==> src/rtl/stream_demux2_pkg.sv <==
// Shared constants for the stream demultiplexer. The select encoding matches
// the 2:1 select mux so that a producer can drive either block the same way.
package stream_demux2_pkg;

    localparam int unsigned W_DEF     = 8;
    localparam int unsigned CNT_W_DEF = 16;

    localparam logic SEL_OUT0 = 1'b0;
    localparam logic SEL_OUT1 = 1'b1;

endpackage : stream_demux2_pkg

==> src/rtl/demux_fifo2.sv <==
// Two-entry elastic buffer feeding one demux output.
// Ports: clk, rst_n; push/push_data write the tail; pop removes the head.
//        full/valid are registered occupancy flags; head_data is the head entry.
// The head is held in its own register, so the output data comes directly from a flop.
module demux_fifo2 #(
    parameter int unsigned W = 8
) (
    input  logic         clk,
    input  logic         rst_n,
    input  logic         push,
    input  logic [W-1:0] push_data,
    input  logic         pop,
    output logic         full,
    output logic         valid,
    output logic [W-1:0] head_data
);

    logic [1:0]   count_q;
    logic [1:0]   count_d;
    logic [W-1:0] tail_q;
    logic         push_ok;
    logic         do_pop;

    // Guard against pushing into a full buffer or popping an empty one.
    assign push_ok = push && (count_q != 2'd2);
    assign do_pop  = pop && (count_q != 2'd0);

    // Next occupancy.
    always_comb begin
        count_d = count_q;
        case ({push_ok, do_pop})
            2'b10:   count_d = count_q + 2'd1;
            2'b01:   count_d = count_q - 2'd1;
            default: count_d = count_q;
        endcase
    end

    // Storage and registered flags.
    always_ff @(posedge clk or negedge rst_n) begin
        if (!rst_n) begin
            count_q   <= 2'd0;
            full      <= 1'b0;
            valid     <= 1'b0;
            head_data <= '0;
            tail_q    <= '0;
        end else begin
            count_q <= count_d;
            full    <= (count_d == 2'd2);
            valid   <= (count_d != 2'd0);
            // Incoming word goes straight to the head when the head slot
            // is empty or is being vacated this cycle.
            if (push_ok && ((count_q == 2'd0) || ((count_q == 2'd1) && do_pop))) begin
                head_data <= push_data;
            end else if (do_pop && (count_q == 2'd2)) begin
                head_data <= tail_q;
            end
            if (push_ok && (count_q == 2'd1) && !do_pop) begin
                tail_q <= push_data;
            end
        end
    end

endmodule : demux_fifo2

==> src/rtl/stream_demux2.sv <==
// 1-to-2 valid/ready stream demultiplexer with a 2-deep buffer per output.
// Ports: clk, rst_n; in_valid/in_ready/in_data input stream; in_sel explicit
//        destination (used when rr_en=0); rr_en selects round-robin routing;
//        out0_*/out1_* output streams; cnt0/cnt1 saturating delivery counters.
// in_ready is combinational from registered state plus in_sel/rr_en only.
module stream_demux2
    import stream_demux2_pkg::*;
#(
    parameter int unsigned W     = W_DEF,
    parameter int unsigned CNT_W = CNT_W_DEF
) (
    input  logic             clk,
    input  logic             rst_n,
    input  logic             in_valid,
    output logic             in_ready,
    input  logic [W-1:0]     in_data,
    input  logic             in_sel,
    input  logic             rr_en,
    output logic             out0_valid,
    input  logic             out0_ready,
    output logic [W-1:0]     out0_data,
    output logic             out1_valid,
    input  logic             out1_ready,
    output logic [W-1:0]     out1_data,
    output logic [CNT_W-1:0] cnt0,
    output logic [CNT_W-1:0] cnt1
);

    localparam logic [CNT_W-1:0] CNT_MAX = '1;

    logic rr_ptr;
    logic tgt_c;
    logic full0;
    logic full1;
    logic accept_c;
    logic push0_c;
    logic push1_c;
    logic pop0_c;
    logic pop1_c;

    // Destination decode; a full target stalls the input even if the other buffer has room.
    assign tgt_c    = rr_en ? rr_ptr : in_sel;
    assign in_ready = (tgt_c == SEL_OUT1) ? !full1 : !full0;
    assign accept_c = in_valid && in_ready;
    assign push0_c  = accept_c && (tgt_c == SEL_OUT0);
    assign push1_c  = accept_c && (tgt_c == SEL_OUT1);
    assign pop0_c   = out0_valid && out0_ready;
    assign pop1_c   = out1_valid && out1_ready;

    demux_fifo2 #(.W(W)) u_fifo0 (
        .clk       (clk),
        .rst_n     (rst_n),
        .push      (push0_c),
        .push_data (in_data),
        .pop       (out0_ready),
        .full      (full0),
        .valid     (out0_valid),
        .head_data (out0_data)
    );

    demux_fifo2 #(.W(W)) u_fifo1 (
        .clk       (clk),
        .rst_n     (rst_n),
        .push      (push1_c),
        .push_data (in_data),
        .pop       (out1_ready),
        .full      (full1),
        .valid     (out1_valid),
        .head_data (out1_data)
    );

    // Round-robin pointer advances only on accepts made in round-robin mode.
    always_ff @(posedge clk or negedge rst_n) begin
        if (!rst_n) begin
            rr_ptr <= SEL_OUT0;
        end else if (accept_c && rr_en) begin
            rr_ptr <= !rr_ptr;
        end
    end

    // Saturating delivery counters.
    always_ff @(posedge clk or negedge rst_n) begin
        if (!rst_n) begin
            cnt0 <= '0;
            cnt1 <= '0;
        end else begin
            if (pop0_c && (cnt0 != CNT_MAX)) begin
                cnt0 <= cnt0 + CNT_W'(1);
            end
            if (pop1_c && (cnt1 != CNT_MAX)) begin
                cnt1 <= cnt1 + CNT_W'(1);
            end
        end
    end

endmodule : stream_demux2

==> config.mk <==
export PLATFORM = sky130hd
export DESIGN_NAME = stream_demux2
export DESIGN_NICKNAME = d
export VERILOG_FILES = /design/src/rtl/stream_demux2_pkg.sv /design/src/rtl/demux_fifo2.sv /design/src/rtl/stream_demux2.sv
export SDC_FILE = /design/constraint.sdc
export NUM_CORES = 1
export LEC_CHECK = 0
export ABC_AREA = 1
export ABC_CLOCK_PERIOD_IN_PS = 1700
export CAP_MARGIN = 15
export CORE_UTILIZATION = 48
export CTS_CLUSTER_SIZE = 8
export DETAILED_ROUTE_END_ITERATION = 12
export GPL_ROUTABILITY_DRIVEN = 0
export GPL_TIMING_DRIVEN = 0
export PLACE_DENSITY = 0.77
export SYNTH_ARGS = -nofsm -noshare
export SYNTH_HDL_FRONTEND = slang
export SYNTH_SLANG_ARGS = --single-unit
==> constraint.sdc <==
create_clock -name clk -period 1.7 [get_ports clk]
set_clock_uncertainty 0.2 [all_clocks]
set_input_delay 0.425 -clock clk [delete_from_list [all_inputs] [get_ports clk]]
set_output_delay 0.425 -clock clk [all_outputs]
set_load 0.03 [all_outputs]
==> qor.txt <==
Crit path max-delay cell type - dfrtp_1
Port buffer count - 65
Initial antenna violation count - 0
Static leakage - 2.55 nW
Crit Path Class - register to primary output
Leading cell type in the layout, fill and taps excluded - nand2_1
Hold/Removal Path Class - primary input to register
CTS Buf Count - 9
Boundary pin count - 66
Gr usage total - 23.3%
Remaining Overflow, GRT - 0
Crit path arrival time - 1.16 ns
Post-Syn Area - 3740 um^2
Max cap viols - 0
Syn_nets - 471
Most frequent cells in the layout - 149 x nand2_1, 58 x dfrtp_1, 28 x inv_1, 26 x nand3_1, 26 x buf_2
DR iter-0 viols - 222
Fin. Hold Viols - 0
Maximum clock insertion buffer count - 2
Drt wl/cell - 15.6 um
Chip Width - 90.3 um
TritonCTS clock tree - built
Fmax - 0.559 GHz
Vias - 3449
Post-Place Cells - 613
Final Cycle Share - 105%
Critical path's top delay family - flip-flops
Diode count - 0
Tot Pwr - 8.78 mW
Final setup viols - 28
Number of global-route vias before repair - 3256
Final cell count without fillers - 661
Largest net degree at the start of global routing - 74
Yosys reg bits - 73
Pins Over Slew Limit - 0
Fin nets - 580
First-pass GRT wire length - 15.0 mm
CP endpoint kind - primary output
Initial core utilization - 50.5%
Warnings, synthesis - 0
Total Wirelength - 10.3 mm
Hold_ws - 0.218 ns
Cell Pwr Density - 1630 nW/um^2
Synth Instances - 448
Via-to-Cell Ratio - 5.22
Remaining DRCs - 0
Worst slew margin - 70.0%
H-tree depth - 3
Core footprint - 7410 um^2
Detailed placement HPWL - 6.03 mm
CP Max Fanout - 2
DRT Pass-1 Iters - 5
Worst skew pair latency - 0.35 ns
Cells along the critical path - inv_2, nand2_2, nand3_2, nand2_4, buf_6
Critical Path RT - 1.07 ns
Root Buffer - clkbuf_8
Pre-CTS WS - -0.943 ns
Antenna Violating Nets Remaining - 0
Setup crit start kind - register
TritonCTS sink count - 73
Sequential area share after synthesis - 48.8%
Library cells used by synthesis - 25
Die boundary height - 90.3 um
Violated checks - negative setup slack
VDD IR-drop max - 1.01 mV
Row Count - 31
Synth Area per Inst - 8.36 um^2
Tmin final - 1.79 ns
Final Worst Setup Slack - -0.0895 ns
R2R setup slack - -0.08 ns
Buffer and inverter count on the worst path - 2
Layout cell share with drive strength beyond 1 - 38.8%
Worst-Margin Slew - 0.450 ns
Slowest Stage Delay on Critical Path - 0.40 ns
Outcome - complete, but fails checks
Clk pin slew, worst setup/hold paths - 0.08 ns
RSZ-0062 raised after global routing - true
Total die area - 8160 um^2
Area Growth Syn to Fin - 43.6%
final timing paths:
| path | end | depth (start not counted) | from |
|---|---|---|---|
| worst max-delay path | in_ready | 5 | rr_ptr$_DFFE_PN0P_ |
| worst min-delay path | rr_ptr$_DFFE_PN0P_ | 3 | rr_en |
| worst max register to register | u_fifo0.full$_DFF_PN0_ | 10 | u_fifo0.count_q[0]$_DFF_PN0_ |
| worst min register to register | u_fifo0.head_data[1]$_DFFE_PN0P_ | 2 | u_fifo0.head_data[1]$_DFFE_PN0P_ |
| max in group asynchronous | cnt1[9]$_DFFE_PN0P_ | 3 | rst_n |
| min in group asynchronous | cnt0[4]$_DFFE_PN0P_ | 3 | rst_n |
flip-flops by register name (all words and copies together), names as in the netlist, 2 cells and up:
| register | flops |
|---|---|
| u_fifo0.count_q | 2 |
| cnt1 | 16 |
| u_fifo0.head_data | 8 |
| u_fifo1.count_q | 2 |
| u_fifo1.head_data | 8 |
| cnt0 | 16 |
| u_fifo1.tail_q | 8 |
| u_fifo0.tail_q | 8 |
routing by layer:
metal	part of all wire (%)	vias up	GRT usage, %
met5	0	-	0
met1	40	1664	28.8
li1	-	1625	-
met3	5.9	32	5.47
met4	2.6	0	10.3
met2	51	128	38.9
worst register-to-register path, stage by stage, from the launching register on:
cell and delay, ns:
dfrtp_1 0.39, inv_2 0.09, ha_4 0.18, nor2_4 0.18
nand3_4 0.14, nand2_4 0.16, nand2_1 0.10, nand2_2 0.10
nand2_2 0.06, nand2_1 0.06, inv_1 0.03
metrics by stage:
stage	TNS (ns)	cell area (um^2)	util [%]
after floorplan	0	3790	-
after global placement	-208.39	4570	61.6
after detailed placement	-27.39	4590	62.0
after CTS	-0.555	4950	66.8
after global routing	-3.88	5380	72.6
final	-0.892	5380	72.6
Yosys cell counts:
| master | n | area (um^2) |
|---|---|---|
| xnor2_1 | 14 | 123 |
| buf_2 | 1 | 5.00 |
| nand2_4 | 2 | 22.5 |
| nand4_1 | 4 | 25.0 |
| nor2_1 | 25 | 93.8 |
| o21ai_0 | 20 | 100 |
| a21oi_1 | 2 | 10.0 |
| xor2_1 | 15 | 131 |
| nor3_1 | 6 | 30.0 |
| nand4_4 | 2 | 42.5 |
| o21bai_2 | 2 | 22.5 |
| nor2_4 | 6 | 67.6 |
| dfrtp_1 | 73 | 1830 |
| a21oi_2 | 1 | 8.76 |
| nor2_2 | 1 | 6.26 |
| nand2_2 | 7 | 43.8 |
| nand3_1 | 34 | 170 |
| nand3_2 | 6 | 60.1 |
| o21ai_1 | 2 | 10.0 |
| inv_2 | 4 | 15.0 |
| buf_6 | 3 | 33.8 |
| ha_1 | 8 | 100 |
| inv_1 | 41 | 154 |
| nor3b_1 | 2 | 15.0 |
| nand2_1 | 167 | 627 |
cells by family (layout without fill, tap and decap cells):
family | count (synthesis) | in the layout | synth area share (%)
buf+inv | 49 | 162 | 5.55
simple gates | 262 | 263 | 32.2
fa+ha+maj | 8 | 8 | 2.67
compound gates | 27 | 27 | 4.04
flops | 73 | 73 | 48.8
xor+xnor | 29 | 29 | 6.78
where the power goes:
part / internal (mW) / total (mW) / leakage [nW] / switching (mW)
clock: 0.974 / 1.65 / 0.115 / 0.679
sequential: 2.32 / 2.84 / 0.909 / 0.513
combinational: 1.69 / 4.29 / 1.53 / 2.59
total: 4.99 / 8.78 / 2.55 / 3.78
repair_timing:
action,CTS,global route
pin swaps,12,47
gates resized for setup,227,120
hold buffers,1,0
setup buffers,11,16
cloned,4,0
hold endpoints to repair,73,0
setup endpoints to repair,109,78
final cells by class:
class                           count  area (um^2)
Fill cell                         542         2030
Clock buffer                        9          124
Tap cell                           99          124
Clock inverter                      7          119
Buffer                              4         48.8
Timing Repair Buffer               97          840
Multi-Input combinational cell    327         2090
Sequential cell                    73         1850
Inverter                           45          183
Note: power is estimated with default switching activity, not from simulation.
